File: config.mk
export PLATFORM = sky130hd
export DESIGN_NAME = key_event_detect
export DESIGN_NICKNAME = d
export VERILOG_FILES = /design/src/rtl/key_event_detect.sv
export SDC_FILE = /design/constraint.sdc
export NUM_CORES = 1
export LEC_CHECK = 0
export BUFFER_PORTS_ARGS = -buffer_cell sky130_fd_sc_hd__buf_4
export CAP_MARGIN = 5
export CORE_MARGIN = 3
export CORE_UTILIZATION = 53
export DETAILED_ROUTE_END_ITERATION = 12
export HOLD_SLACK_MARGIN = 0.05
export PLACE_DENSITY = 0.77
export REMOVE_ABC_BUFFERS = 1
export SLEW_MARGIN = 40
export SYNTH_ARGS = -nofsm -noshare
export SYNTH_HDL_FRONTEND = slang
export SYNTH_SLANG_ARGS = --single-unit
File: constraint.sdc
create_clock -name clk -period 2.4 [get_ports clk]
set_input_delay 0.12 -clock clk [delete_from_list [all_inputs] [get_ports clk]]
set_output_delay 0.12 -clock clk [all_outputs]
set_load 0.02 [all_outputs]
File: src/rtl/key_event_detect.sv
`timescale 1ns/1ps
`default_nettype none
// ============================================================================
// Module      : key_event_detect
// Description : Debounced keypad press/release detector with optional
//               auto-repeat, reporting the captured row/column index.
// Revision    : 1.0 - initial release
// ============================================================================
module key_event_detect #(
    parameter int ROWS          = 4,
    parameter int COLS          = 4,
    parameter int DEBOUNCE      = 16,
    parameter int REPEAT_EN     = 0,
    parameter int REPEAT_DELAY  = 500,
    parameter int REPEAT_PERIOD = 100,
    localparam int c_RW = (ROWS > 1) ? $clog2(ROWS) : 1,
    localparam int c_CW = (COLS > 1) ? $clog2(COLS) : 1
) (
    input  logic            clk,
    input  logic            reset,
    input  logic [ROWS-1:0] rows,
    input  logic [COLS-1:0] cols,
    output logic            key_valid,
    output logic [c_RW-1:0] key_row,
    output logic [c_CW-1:0] key_col,
    output logic            key_held,
    output logic            key_repeat
);

    localparam int c_DBW    = $clog2(DEBOUNCE + 1);
    localparam int c_RP_MAX = (REPEAT_DELAY > REPEAT_PERIOD) ? REPEAT_DELAY : REPEAT_PERIOD;
    localparam int c_RPW    = $clog2(c_RP_MAX + 1);

    localparam logic [c_DBW-1:0] c_DB_MAX   = c_DBW'(DEBOUNCE);
    localparam logic [c_DBW-1:0] c_DB_ONE   = c_DBW'(1);
    localparam logic [c_RPW-1:0] c_RP_SAT   = c_RPW'(c_RP_MAX);
    localparam logic [c_RPW-1:0] c_RP_FIRST = c_RPW'(REPEAT_DELAY);
    localparam logic [c_RPW-1:0] c_RP_NEXT  = c_RPW'(REPEAT_PERIOD);
    localparam logic             c_REP_ON   = (REPEAT_EN != 0);
    localparam logic             c_DB_SINGLE = (DEBOUNCE == 1);

    typedef enum logic [1:0] {
        S_IDLE    = 2'd0,
        S_CONFIRM = 2'd1,
        S_HELD    = 2'd2,
        S_RELEASE = 2'd3
    } state_t;

    state_t            r_state;
    logic [c_DBW-1:0]  r_db;
    logic [c_RPW-1:0]  r_rp;
    logic              r_rep_seen;
    logic [c_RW-1:0]   r_row;
    logic [c_CW-1:0]   r_col;
    logic              r_valid;
    logic              r_repeat;
    logic              r_held;

    logic [c_RW-1:0]   w_row_idx;
    logic [c_CW-1:0]   w_col_idx;
    logic              w_qual;
    logic              w_hit;
    logic              w_miss;
    logic [c_DBW-1:0]  w_db_inc;
    logic              w_db_done;
    logic [c_RPW-1:0]  w_rp_inc;
    logic [c_RPW-1:0]  w_rp_target;
    logic              w_rp_fire;

    // Lowest set bit wins, so scan from the top down.
    always_comb begin
        w_row_idx = '0;
        for (int i = ROWS - 1; i >= 0; i--) begin
            if (rows[i]) w_row_idx = c_RW'(i);
        end
        w_col_idx = '0;
        for (int j = COLS - 1; j >= 0; j--) begin
            if (cols[j]) w_col_idx = c_CW'(j);
        end
    end

    assign w_qual      = cols[r_col];
    assign w_hit       = w_qual &  rows[r_row];
    assign w_miss      = w_qual & ~rows[r_row];
    assign w_db_inc    = (r_db == c_DB_MAX) ? r_db : r_db + c_DB_ONE;
    assign w_db_done   = (w_db_inc == c_DB_MAX);
    assign w_rp_inc    = (r_rp == c_RP_SAT) ? r_rp : r_rp + c_RPW'(1);
    assign w_rp_target = r_rep_seen ? c_RP_NEXT : c_RP_FIRST;
    // Repeat counter restarts at each pulse, so target switches delay -> period.
    assign w_rp_fire   = c_REP_ON && (w_rp_inc == w_rp_target);

    always_ff @(posedge clk or posedge reset) begin
        if (reset) begin
            r_state    <= S_IDLE;
            r_db       <= '0;
            r_rp       <= '0;
            r_rep_seen <= 1'b0;
            r_row      <= '0;
            r_col      <= '0;
            r_valid    <= 1'b0;
            r_repeat   <= 1'b0;
            r_held     <= 1'b0;
        end else begin
            r_valid  <= 1'b0;
            r_repeat <= 1'b0;
            case (r_state)
                S_IDLE: begin
                    if (|rows) begin
                        r_row <= w_row_idx;
                        r_col <= w_col_idx;
                        r_db  <= c_DB_ONE;
                        if (c_DB_SINGLE) begin
                            r_state    <= S_HELD;
                            r_valid    <= 1'b1;
                            r_held     <= 1'b1;
                            r_rp       <= '0;
                            r_rep_seen <= 1'b0;
                        end else begin
                            r_state <= S_CONFIRM;
                        end
                    end
                end
                S_CONFIRM: begin
                    if (w_hit) begin
                        r_db <= w_db_inc;
                        if (w_db_done) begin
                            r_state    <= S_HELD;
                            r_valid    <= 1'b1;
                            r_held     <= 1'b1;
                            r_rp       <= '0;
                            r_rep_seen <= 1'b0;
                        end
                    end else if (w_miss) begin
                        r_state <= S_IDLE;
                        r_db    <= '0;
                    end
                end
                S_HELD: begin
                    if (w_miss) begin
                        if (c_DB_SINGLE) begin
                            r_state <= S_IDLE;
                            r_held  <= 1'b0;
                            r_db    <= '0;
                        end else begin
                            r_state <= S_RELEASE;
                            r_db    <= c_DB_ONE;
                        end
                    end else if (w_rp_fire) begin
                        r_valid    <= 1'b1;
                        r_repeat   <= 1'b1;
                        r_rp       <= '0;
                        r_rep_seen <= 1'b1;
                    end else begin
                        r_rp <= w_rp_inc;
                    end
                end
                S_RELEASE: begin
                    if (w_miss) begin
                        r_db <= w_db_inc;
                        if (w_db_done) begin
                            r_state <= S_IDLE;
                            r_held  <= 1'b0;
                            r_db    <= '0;
                        end
                    end else if (w_hit) begin
                        r_state    <= S_HELD;
                        r_rp       <= '0;
                        r_rep_seen <= 1'b0;
                    end
                end
                default: begin
                    r_state <= S_IDLE;
                    r_held  <= 1'b0;
                    r_db    <= '0;
                end
            endcase
        end
    end

    assign key_valid  = r_valid;
    assign key_repeat = r_repeat;
    assign key_held   = r_held;
    assign key_row    = r_row;
    assign key_col    = r_col;

endmodule
`default_nettype wire

==> summary.md <==
| Metric | Value |
|---|---|
| Vias post-DR | `760` |
| Critical Path Sink | `r_state[1]$_DFFE_PP0P_` |
| Critical path's largest stage delay | `roughly 0.5 ns` |
| Slew margin rel. | `0.649` |
| Initial DRT Pass Iterations | `6` |
| Met2 usage | `0.328` |
| Post-synth EDFFs | `0` |
| CTS max path bufs | `2` |
| Share of cells above drive strength 1 | `0.237` |
| Avg WL per Cell | `about 15 um` |
| Crit Path Max Fanout | `9` |
| CP Cell Sequence | `inv_1, ha_1, nand3b_4, or3_1, a311o_1, nand2b_4, mux2_4` |
| Top cell family by delay on the critical path | `simple AND/OR/NAND/NOR gates` |
| Fin Hold WS | `between 0.15 and 0.2 ns` |
| Total track usage | `0.216` |
| CTS tree | `yes` |
| Gpl congestion | `~0.89` |
| Final hold violations | `0` |
| Fmax | `about 460 MHz` |
| Final nets | `roughly 130` |
| Min Tclk post-route | `roughly 2.2 ns` |
| Largest family of logic cells by synthesized area | `simple AND/OR/NAND/NOR gates` |
| Avg Inst Size Synth | `between 9 and 10 sq um` |
| Worst Skew | `around 0.0086 ns` |
| Synth unique cells | `37` |
| Buf+Inv Stages, Crit Path | `1` |
| Top Ports | `17` |
| WP data arrival | `roughly 2.4 ns` |
| Vias in the first global route | `between 700 and 800` |
| PD cells | `970 nW/um^2` |
| Flop-to-flop setup slack | `0.23 ns` |
| Startpoint Class | `flip-flop` |
| Initial antenna violation count | `0` |
| Standard-cell rows | `14` |
| Initial Util | `0.573` |
| Outcome | `completed` |
| Sequential area share after synthesis | `0.368` |
| Leakage Power | `0.000497 uW` |
| Grt peak-use layer | `met2` |
| Post-synthesis adder-cell area fraction | `0.0283` |
| Die height | `46.8 um` |
| Clock sink total | `13` |
| Hpwl dp | `roughly 1400 um` |
| I/O Buffers | `15` |
| Worst r2r path cells | `7` |
| Die extent in x | `46.8 um` |
| Cell count after synthesis | `96` |
| Worst hold path type | `input port to flip-flop` |
| Largest net degree at the start of global routing | `14` |
| Via/cell ratio | `between 5 and 6` |
| Setup TNS | `0 ns` |
| RSZ-0062 raised after global routing | `no` |
| Worst r2r src | `r_db[0]$_DFFE_PP0P_` |
| Critical Path End Type | `flip-flop` |
| Synth Register Bits | `13` |
| Routed Antenna Nets | `0` |
| GRT overflow | `0` |
| Met1 usage | `0.293` |
| Number of synthesis warnings | `0` |
| Post-synthesis mux area share | `0.0680` |
| Slowest-stage cell, CP | `dfrtp_1` |
| Clock-pin slew on the worst setup and hold paths | `roughly 0.090 ns` |
| Ys flop type | `dfrtp_1` |
| M3 GR Usage | `0.0498` |
| Slew @ Worst Pin | `about 0.53 ns` |
| Reg-to-reg critical path endpoint | `r_state[1]$_DFFE_PP0P_` |
| Crit path launch | `r_db[0]$_DFFE_PP0P_` |
| Htree depth | `1` |
| CTS root buffer | `clkbuf_4` |
| Final WL | `a little under 2000 um` |
| Final-report setup violation count | `0` |
| Synth async-reset ratio | `1.00` |
| # DRC | `0` |
| Compound-Gate Fraction of Synth Area | `0.208` |
| Fin. max-slew vios | `0` |
| Kind of critical path | `flip-flop to flip-flop` |
| Maximum vdd ir drop | `between 0.0006 and 0.0007 V` |
| Core Box Area | `1540 sq um` |
| Total CTS buffers | `3` |
| Synth Area in Simple Gates | `0.221` |
| Diodes inserted | `0` |
| Crit path required time | `between 2 and 3 ns` |
| Fin crit share | `0.905` |
| Max-Cap Viols | `0` |
| Cell depth of the worst setup path | `7` |
| Post-synthesis cell area | `883 sq um` |
| Iteration-0 DRC count of the detailed router | `8` |
| Total Die Area | `between 2000 and 2500 sq um` |
| Area Overhead vs Synth | `20.3%` |
| XOR/XNOR share of the synthesized area | `0.0382` |
| Worst skew pair latency | `about 0.29 ns` |
| Global-route wire length before repair | `3330 um` |
state kept, by name, summed over array words and instances (netlist names):
| register | count |
|---|---|
| key_col | 2 |
| key_held | 1 |
| key_row | 2 |
| key_valid | 1 |
| r_db | 5 |
| r_state | 2 |
metrics by stage:
step                      total power (uW)  instances  cell area, sq um  utilization  worst slack [ns]
after floorplan                        726         90               853            -             0.384
after global placement                 850        121               986        0.640             0.312
after detailed placement               870        121               986        0.640             0.239
after CTS                             1030        130              1060        0.689             0.225
after global routing                  1110        130              1060        0.689             0.125
final                                 1030        130              1060        0.689             0.229
cell type report:
cell class                      instances  area [sq um]
Multi-Input combinational cell         70           502
Fill cell                             124           479
Sequential cell                        13           325
Timing Repair Buffer                   20           163
Clock buffer                            4          26.3
Inverter                                7          26.3
Tap cell                               16          20.0
metal layers:
metal | part of all wire | routed length (um)
met3 | 0.031 | 60
met1 | 0.47 | 919
met2 | 0.48 | 934
met4 | 0.016 | 31
met5 | 0 | 0
Yosys cell counts (2+ instances only):
library cell / number / area [sq um]
ha_1: 2 / 25.0
nand3_1: 4 / 20.0
dfrtp_1: 13 / 325
o31ai_1: 2 / 15.0
xnor2_1: 2 / 17.5
buf_4: 2 / 15.0
o21ai_0: 5 / 25.0
nand2_1: 10 / 37.5
a21oi_1: 6 / 30.0
nor2_1: 8 / 30.0
nor3_1: 2 / 10.0
and2_1: 3 / 18.8
inv_1: 7 / 26.3
or3_1: 3 / 18.8
mux4_2: 2 / 45.0
clkbuf_1: 4 / 15.0
cells in the final DEF, fill, tap and decap left out, types with 3 or more instances in the layout:
| cell | n |
|---|---|
| nand2_1 | 10 |
| dlygate4sd3_1 | 5 |
| inv_1 | 7 |
| nor2_1 | 8 |
| nand3_1 | 4 |
| and2_1 | 3 |
| buf_4 | 15 |
| o21ai_0 | 5 |
| or3_1 | 3 |
| dfrtp_1 | 13 |
| clkbuf_4 | 3 |
| a21oi_1 | 6 |
kinds of logic (layout without fill, tap and decap cells):
group,count (synthesis),in the layout
AOI/OAI and AO/OA,26,26
xor gates and xnor gates,3,3
adders and majority gates,2,2
buffers and inverters,13,31
DFF,13,13
muxes,3,3
other,1,1
and+or+nand+nor,35,35
worst min-delay path by stage:
stage                 start                      to  cells after the start
CTS                 rows[1]  key_row[0]$_DFFE_PP0P_                      3
global placement      reset     key_valid$_DFF_PP0_                      2
global route        rows[1]  key_row[0]$_DFFE_PP0P_                      3
detailed placement    reset     r_db[4]$_DFFE_PP0P_                      2
finish              rows[1]  key_row[0]$_DFFE_PP0P_                      3
floorplan             reset  key_col[0]$_DFFE_PP0P_                      1
timing repair:
item,CTS,global route
hold buffers,5,0
gates resized for setup,0,0
hold endpoints to repair,16,0
setup buffers,0,0
power breakdown:
part	switching, uW	leakage (uW)	internal [uW]
registers	79.7	0.000166	275
logic	275	0.000316	257
clock network	78.6	0.0000150	64.6
worst min-delay path: stages:
cell	delay, ns
buf_4	0.10
a21oi_1	0.04
o31ai_1	0.17
(Power assumes the default switching activity.)
